## src/rtl/hrange_arbiter.sv

```systemverilog
// hrange_arbiter: round-robin sharing of one hrange generator between two callers
module hrange_arbiter #(
  parameter int WIDTH = 32
) (
  input  logic                    _clock,
  input  logic                    _reset,
  input  logic                    c0_start,
  input  logic signed [WIDTH-1:0] c0_base,
  input  logic signed [WIDTH-1:0] c0_limit,
  input  logic signed [WIDTH-1:0] c0_step,
  input  logic                    c0_ready,
  output logic                    c0_valid,
  output logic signed [WIDTH-1:0] c0_0,
  output logic                    c0_done,
  output logic                    c0_pending,
  input  logic                    c1_start,
  input  logic signed [WIDTH-1:0] c1_base,
  input  logic signed [WIDTH-1:0] c1_limit,
  input  logic signed [WIDTH-1:0] c1_step,
  input  logic                    c1_ready,
  output logic                    c1_valid,
  output logic signed [WIDTH-1:0] c1_0,
  output logic                    c1_done,
  output logic                    c1_pending,
  output logic                    g_reset,
  output logic                    g_start,
  output logic signed [WIDTH-1:0] g_base,
  output logic signed [WIDTH-1:0] g_limit,
  output logic signed [WIDTH-1:0] g_step,
  output logic                    g_ready,
  input  logic                    g_valid,
  input  logic signed [WIDTH-1:0] g_0,
  input  logic                    g_done
);
  typedef enum logic [1:0] {INIT, IDLE, LAUNCH, RUN} state_t;
  state_t                 state;
  logic                   owner, last, grant, run;
  logic [1:0]             pend;
  logic [1:0][WIDTH-1:0]  base_q, limit_q, step_q;
  // with both requests waiting, the client that did not win last time goes next
  assign grant = &pend ? !last : pend[1];
  assign run = state == RUN;
  // the owner sees the generator stream directly; nothing is buffered
  assign c0_valid = run && !owner && g_valid;
  assign c1_valid = run && owner && g_valid;
  assign c0_0 = c0_valid ? g_0 : '0;
  assign c1_0 = c1_valid ? g_0 : '0;
  assign g_ready = run && (owner ? c1_ready : c0_ready);
  assign g_base = base_q[owner];
  assign g_limit = limit_q[owner];
  assign g_step = step_q[owner];
  assign c0_pending = pend[0];
  assign c1_pending = pend[1];
  // sequencer: reset pulse, grant, launch, run until the generator reports done
  always_ff @(posedge _clock or negedge _reset)
    if (!_reset) begin
      state <= INIT;
      owner <= 1'b0;
      last <= 1'b1;
      pend <= '0;
      g_reset <= 1'b0;
      g_start <= 1'b0;
      c0_done <= 1'b0;
      c1_done <= 1'b0;
      base_q <= '0;
      limit_q <= '0;
      step_q <= '0;
    end else begin
      g_start <= 1'b0;
      c0_done <= 1'b0;
      c1_done <= 1'b0;
      case (state)
        INIT: begin
          g_reset <= !g_reset;
          if (g_reset) state <= IDLE;
        end
        IDLE: if (|pend) begin
          owner <= grant;
          last <= grant;
          g_start <= 1'b1;
          state <= LAUNCH;
        end
        LAUNCH: begin
          pend[owner] <= 1'b0;
          state <= RUN;
        end
        RUN: if (g_done && !g_valid) begin
          c0_done <= !owner;
          c1_done <= owner;
          state <= IDLE;
        end
      endcase
      if (c0_start) begin
        pend[0] <= 1'b1;
        base_q[0] <= c0_base;
        limit_q[0] <= c0_limit;
        step_q[0] <= c0_step;
      end
      if (c1_start) begin
        pend[1] <= 1'b1;
        base_q[1] <= c1_base;
        limit_q[1] <= c1_limit;
        step_q[1] <= c1_step;
      end
    end
endmodule

```

## config.mk

```make
export PLATFORM = sky130hd
export DESIGN_NAME = hrange_arbiter
export DESIGN_NICKNAME = d
export VERILOG_FILES = /design/src/rtl/hrange_arbiter.sv
export SDC_FILE = /design/constraint.sdc
export NUM_CORES = 1
export LEC_CHECK = 0
export BUFFER_PORTS_ARGS = -buffer_cell sky130_fd_sc_hd__buf_2
export CAP_MARGIN = 20
export CELL_PAD_IN_SITES_DETAIL_PLACEMENT = 2
export CELL_PAD_IN_SITES_GLOBAL_PLACEMENT = 2
export CORE_ASPECT_RATIO = 1.1
export CORE_UTILIZATION = 27
export CTS_CLUSTER_SIZE = 10
export DETAILED_ROUTE_END_ITERATION = 8
export HOLD_SLACK_MARGIN = 0.03
export PLACE_DENSITY_LB_ADDON = 0.1
export SYNTH_ARGS = -nofsm -noshare
export SYNTH_HDL_FRONTEND = slang
export SYNTH_SLANG_ARGS = --single-unit
```

## constraint.sdc

```tcl
create_clock -name _clock -period 4.8 [get_ports _clock]
set_clock_uncertainty 0.2 [all_clocks]
set_input_delay 0.24 -clock _clock [delete_from_list [all_inputs] [get_ports _clock]]
set_output_delay 0.24 -clock _clock [all_outputs]
set_load 0.005 [all_outputs]
```

# [After elaboration in Yosys (flattened, before gate mapping)]
# Index checks and enable logic that the tools add are counted.
[totals] out_inout_bits=169 wordCells=68 input_bits=232 regBits=202
[op_classes] n_mux=25 n_reduce_logical=18 eq_ne=6 bitwise=2 magnitude_cmp=2
[op_table] operator="$mux 32" count=8
[op_table] operator="$mux 1" count=11
[op_table] operator="$mux 2" count=4
[op_table] operator="$pmux 2 s4" count=1
[op_table] operator="$logic_and 1x1->1" count=7
[op_table] operator="$eq 2x2->1 const B" count=2
[op_table] operator="$logic_not 1->1" count=4
[op_table] operator="$ne 2x2->1 const B" count=2
[op_table] operator="$reduce_and 2->1" count=2
[op_table] operator="$reduce_bool 2->1" count=2
[op_table] operator="$reduce_and 3->1" count=1
[op_table] operator="$and 2x2->2" count=1
[op_table] operator="$eq 2x1->1 const B" count=1
[op_table] operator="$logic_not 2->1" count=1
[op_table] operator="$lt 1x2->1 const B" count=1
[op_table] operator="$ne 2x1->1 const B" count=1
[op_table] operator="$not 2->2" count=1
[op_table] operator="$reduce_or 2->1" count=1
[op_table] operator="$demux 1 s1" count=1
[op_table] operator="$ge 1x1->1 const B" count=1

# [Logic depth before layout (Yosys ltp)]
[logic_depth] ltp_word=8 ltp_mapped=4

# [Worst setup path after synthesis]
# OpenSTA, ideal clock, no wires.
[synth_path] kind="reg2reg" start="register state[0]" end="register state[1]" path_stages_with_launch=5 slack_ns=3.042 arrival_ns=1.430 synth_period_minus_slack_ns=1.758 path_cell_list="dfrtp_1 inv_1 ha_1 a222oi_1 mux2_1"
[synth_between] elab_chain_len=3 word_cells_on_any_way=9 classes_between="eq/ne (6); mux (1); reduce/logical (2)"
[synth_rtl] item="from (decl)" line_no="36" text="state_t state;"
[synth_rtl] item="from (signal assigned)" line_no="57" text="state <= INIT;"
[synth_rtl] item="from (signal assigned)" line_no="75" text="if (g_reset) state <= IDLE;"
[synth_rtl] item="from (signal assigned)" line_no="81" text="state <= LAUNCH;"
[synth_rtl] item="$eq 2x1->1 (tied with other cells)" line_no="72" text="case (state)"
[synth_rtl] item="$ne 2x2->1 (no line) or $ne 2x1->1 (tied branches)"
[synth_rtl] item="$reduce_and 3->1 (no line)"
# Several ways; a longest one is shown, not always the timed one.
# A chain may end at the register's enable or synchronous reset.

# [Final worst setup path]
[layout_path] start="register owner" end="output port g_limit[6]"
[layout_between] elab_chain_len=2
[layout_rtl] item="from (decl)" line_no="37" text="logic owner, last, grant, run;"
[layout_rtl] item="from (signal assigned)" line_no="78" text="owner <= grant;"
[layout_rtl] item="$mux 32 (implied by the code) (2 in a row)" line_no="50" text="assign g_limit = limit_q[owner];"
[layout_rtl] item="to (decl)" line_no="28" text="output logic signed [WIDTH-1:0] g_limit,"
# No other way between the ends. The select of a mux whose other input is x is not followed.

==> impl_metrics.tcl <==
set metrics [dict create \
    regArea_um2 5060 \
    ctsResizeCount 0 \
    crit_chain "buf_4 > mux2_2 > buf_2" \
    antenna_found_initial 7 \
    period_share 0.6665 \
    dr.first_iter.drc_count 148 \
    holdWs_ps 92.77 \
    hold_path_class "primary input to register" \
    totalNegativeSetupSlack_ps 0 \
    drc_errors 0 \
    cp-end-kind "output port" \
    cts_hold_buffers 196 \
    grt_pass1_vias 8415 \
    setup.worst_path.start_class "register" \
    dp.cells 1423 \
    gp_congestion 0.7818 \
    die_area_um2 34530 \
    drt-total-wl_um 32300 \
    ir_drop_mv 0.2250 \
    vias 7353 \
    h-tree-depth 1 \
    grt_first_pass_wirelength_um 49560 \
    fillerInstances 3462 \
    grt-ovfl-total 0 \
    synth-seq-area-share 0.5542 \
    layout-area-overhead-vs-synth_pct 57.21 \
    hold_viol 0 \
    finalCriticalPeriod_ps 3199 \
    synthArstFlopShare 1.000 \
    worstSetupPathType "register to output port" \
    max_slew_margin 0.3072 \
    tritoncts "built" \
    final_common_cell "buf_2" \
    ant_nets 0 \
    critPathMaxFanout 67 \
    netlist_area_um2 9124 \
    synth_nets 861 \
    rsz0062_at_grt "false" \
    slowest_stage "buf_4" \
    cts_setup_buffers 0 \
    clk_path_buf_depth 3 \
    cts_root_buffer "clkbuf_16" \
    layout_common_cells "buf_2, mux2_2, dfrtp_1" \
    vias_per_cell 4.400 \
    floorplan.initialDensity 0.2741 \
    die_y_um 194.8 \
    worstMarginPinSlew_ps 1039 \
    cap_viol_max_count 0 \
    synth.avg_cell_area_um2 14.62 \
    final_cells 1671 \
    clock.fmax_mhz 312.6 \
    rows 70 \
    ys_types 26 \
    synth_ff_type "dfrtp_1" \
    slowest_delay_ps 770 \
    utilization 0.4310 \
    drive_gt1_frac 0.5961 \
    slew_viol_final 0 \
    final-setup-viol-count 0 \
    yosys_warnings 0 \
    critPathRequiredTime_ps 4360 \
    ys_ff_latch 202 \
    final_nets 1452 \
    wl_per_cell_um 19.33 \
    grt_max_degree 120 \
    multiInputGateArea_um2 3869 \
    core_um2 33280 \
    synth_edf_count 0 \
    arrival_ps 2760 \
    hpwl_um 21900 \
    p_per_area_nw_per_um2 389.2 \
    die-width_um 177.3 \
    io_buffers 400 \
    io_pins 401 \
    status "finished, final reports clean" \
    drtPass1Iterations 4 \
    clock_latency_ps 510 \
    p_leak_uw 0.006727 \
    cts_buffers 26 \
    track_usage 0.1867 \
    netlist_instances 624 \
    clk_pin_slew_ps 60 \
    cts.sinks 202 \
]
-- sequential cells by signal (all words and copies together), names as in the netlist --
signal   flops
pend         2
g_reset      1
last         1
step_q      64
limit_q     64
c1_done      1
base_q      64
g_start      1
owner        1
state        2
c0_done      1
-- cells in the mapped netlist (2+ instances only) --
cell	n	area (um^2)
and2_1	64	400.4
buf_2	33	165.2
clkbuf_1	6	22.52
dfrtp_1	201	5030
ha_1	5	62.56
inv_1	3	11.26
mux2_2	288	3243
mux2i_1	2	20.02
nand2_1	4	15.01
nand2b_1	2	12.51
-- layout make-up --
cell class | count | share of cell area
inverter | 3 | 0.0007851
sequential | 202 | 0.3528
antenna | 6 | 0.001047
clock inverter | 3 | 0.002006
clock buffer | 43 | 0.05469
timing repair buffer | 602 | 0.2813
tap | 432 | 0.03768
multi-input combinational | 380 | 0.2697
-- cell families (layout without fill, tap and decap cells) --
kind of cell | after synthesis | after routing | synth area share
buffers and inverters | 42 | 651 | 0.02180
adder cells (fa/ha/maj) | 5 | 5 | 0.006857
other | 0 | 6 | 0
AND/OR/NAND/NOR | 77 | 77 | 0.05211
flip-flops | 202 | 202 | 0.5542
multiplexers | 291 | 291 | 0.3589
XOR/XNOR | 1 | 1 | 0.0009601
AO/OA/AOI/OAI | 6 | 6 | 0.005212
-- power breakdown --
| part | leakage (uW) | switching (uW) | internal, uW | total, uW |
|---|---|---|---|---|
| Combinational | 0.00397 | 690 | 966 | 1660 |
| Sequential | 0.00236 | 178 | 1900 | 2080 |
| Clock | 0.000394 | 737 | 1110 | 1840 |
-- worst paths after layout --
check	startpoint	to	cells after the start	slack, ps
max in group asynchronous	_reset	last$_DFFE_PN1P_	3	3130
min in group asynchronous	_reset	base_q[59]$_DFFE_PN0P_	2	220
worst max register to register	state[0]$_DFFE_PN0P_	state[1]$_DFFE_PN0P_	4	2880
worst min register to register	limit_q[47]$_DFFE_PN0P_	limit_q[47]$_DFFE_PN0P_	1	300
worst max-delay path	owner$_DFFE_PN0P_	g_limit[6]	3	1600
worst min-delay path	c0_start	base_q[11]$_DFFE_PN0P_	2	90
-- per-stage QoR --
| stage | total power, uW | area [um^2] | setup slack (ps) |
|---|---|---|---|
| 2_1_floorplan | 2942 | 9124 | 3042 |
| 3_3_place_gp | 3625 | 11550 | 2121 |
| 3_5_place_dp | 3655 | 11550 | 2085 |
| 4_1_cts | 5687 | 14330 | 1526 |
| 5_1_grt | 5896 | 14340 | 1406 |
| 6_report | 5582 | 14340 | 1601 |
-- critical path, delay by kind of cell, from the launching register on --
kind | cells | cell delay, ps
buffers and inverters | 2 | 910
DFF | 1 | 760
muxes | 1 | 430
-- per-layer routing --
metal | track usage | vias up | share of wire
met5 | 0 | - | 0
met4 | 0.05160 | 0 | 0.019
met3 | 0.04460 | 38 | 0.071
met2 | 0.3532 | 259 | 0.54
met1 | 0.2033 | 3677 | 0.38
li1 | - | 3379 | -
No activity file was read; power rests on OpenSTA's default activity.
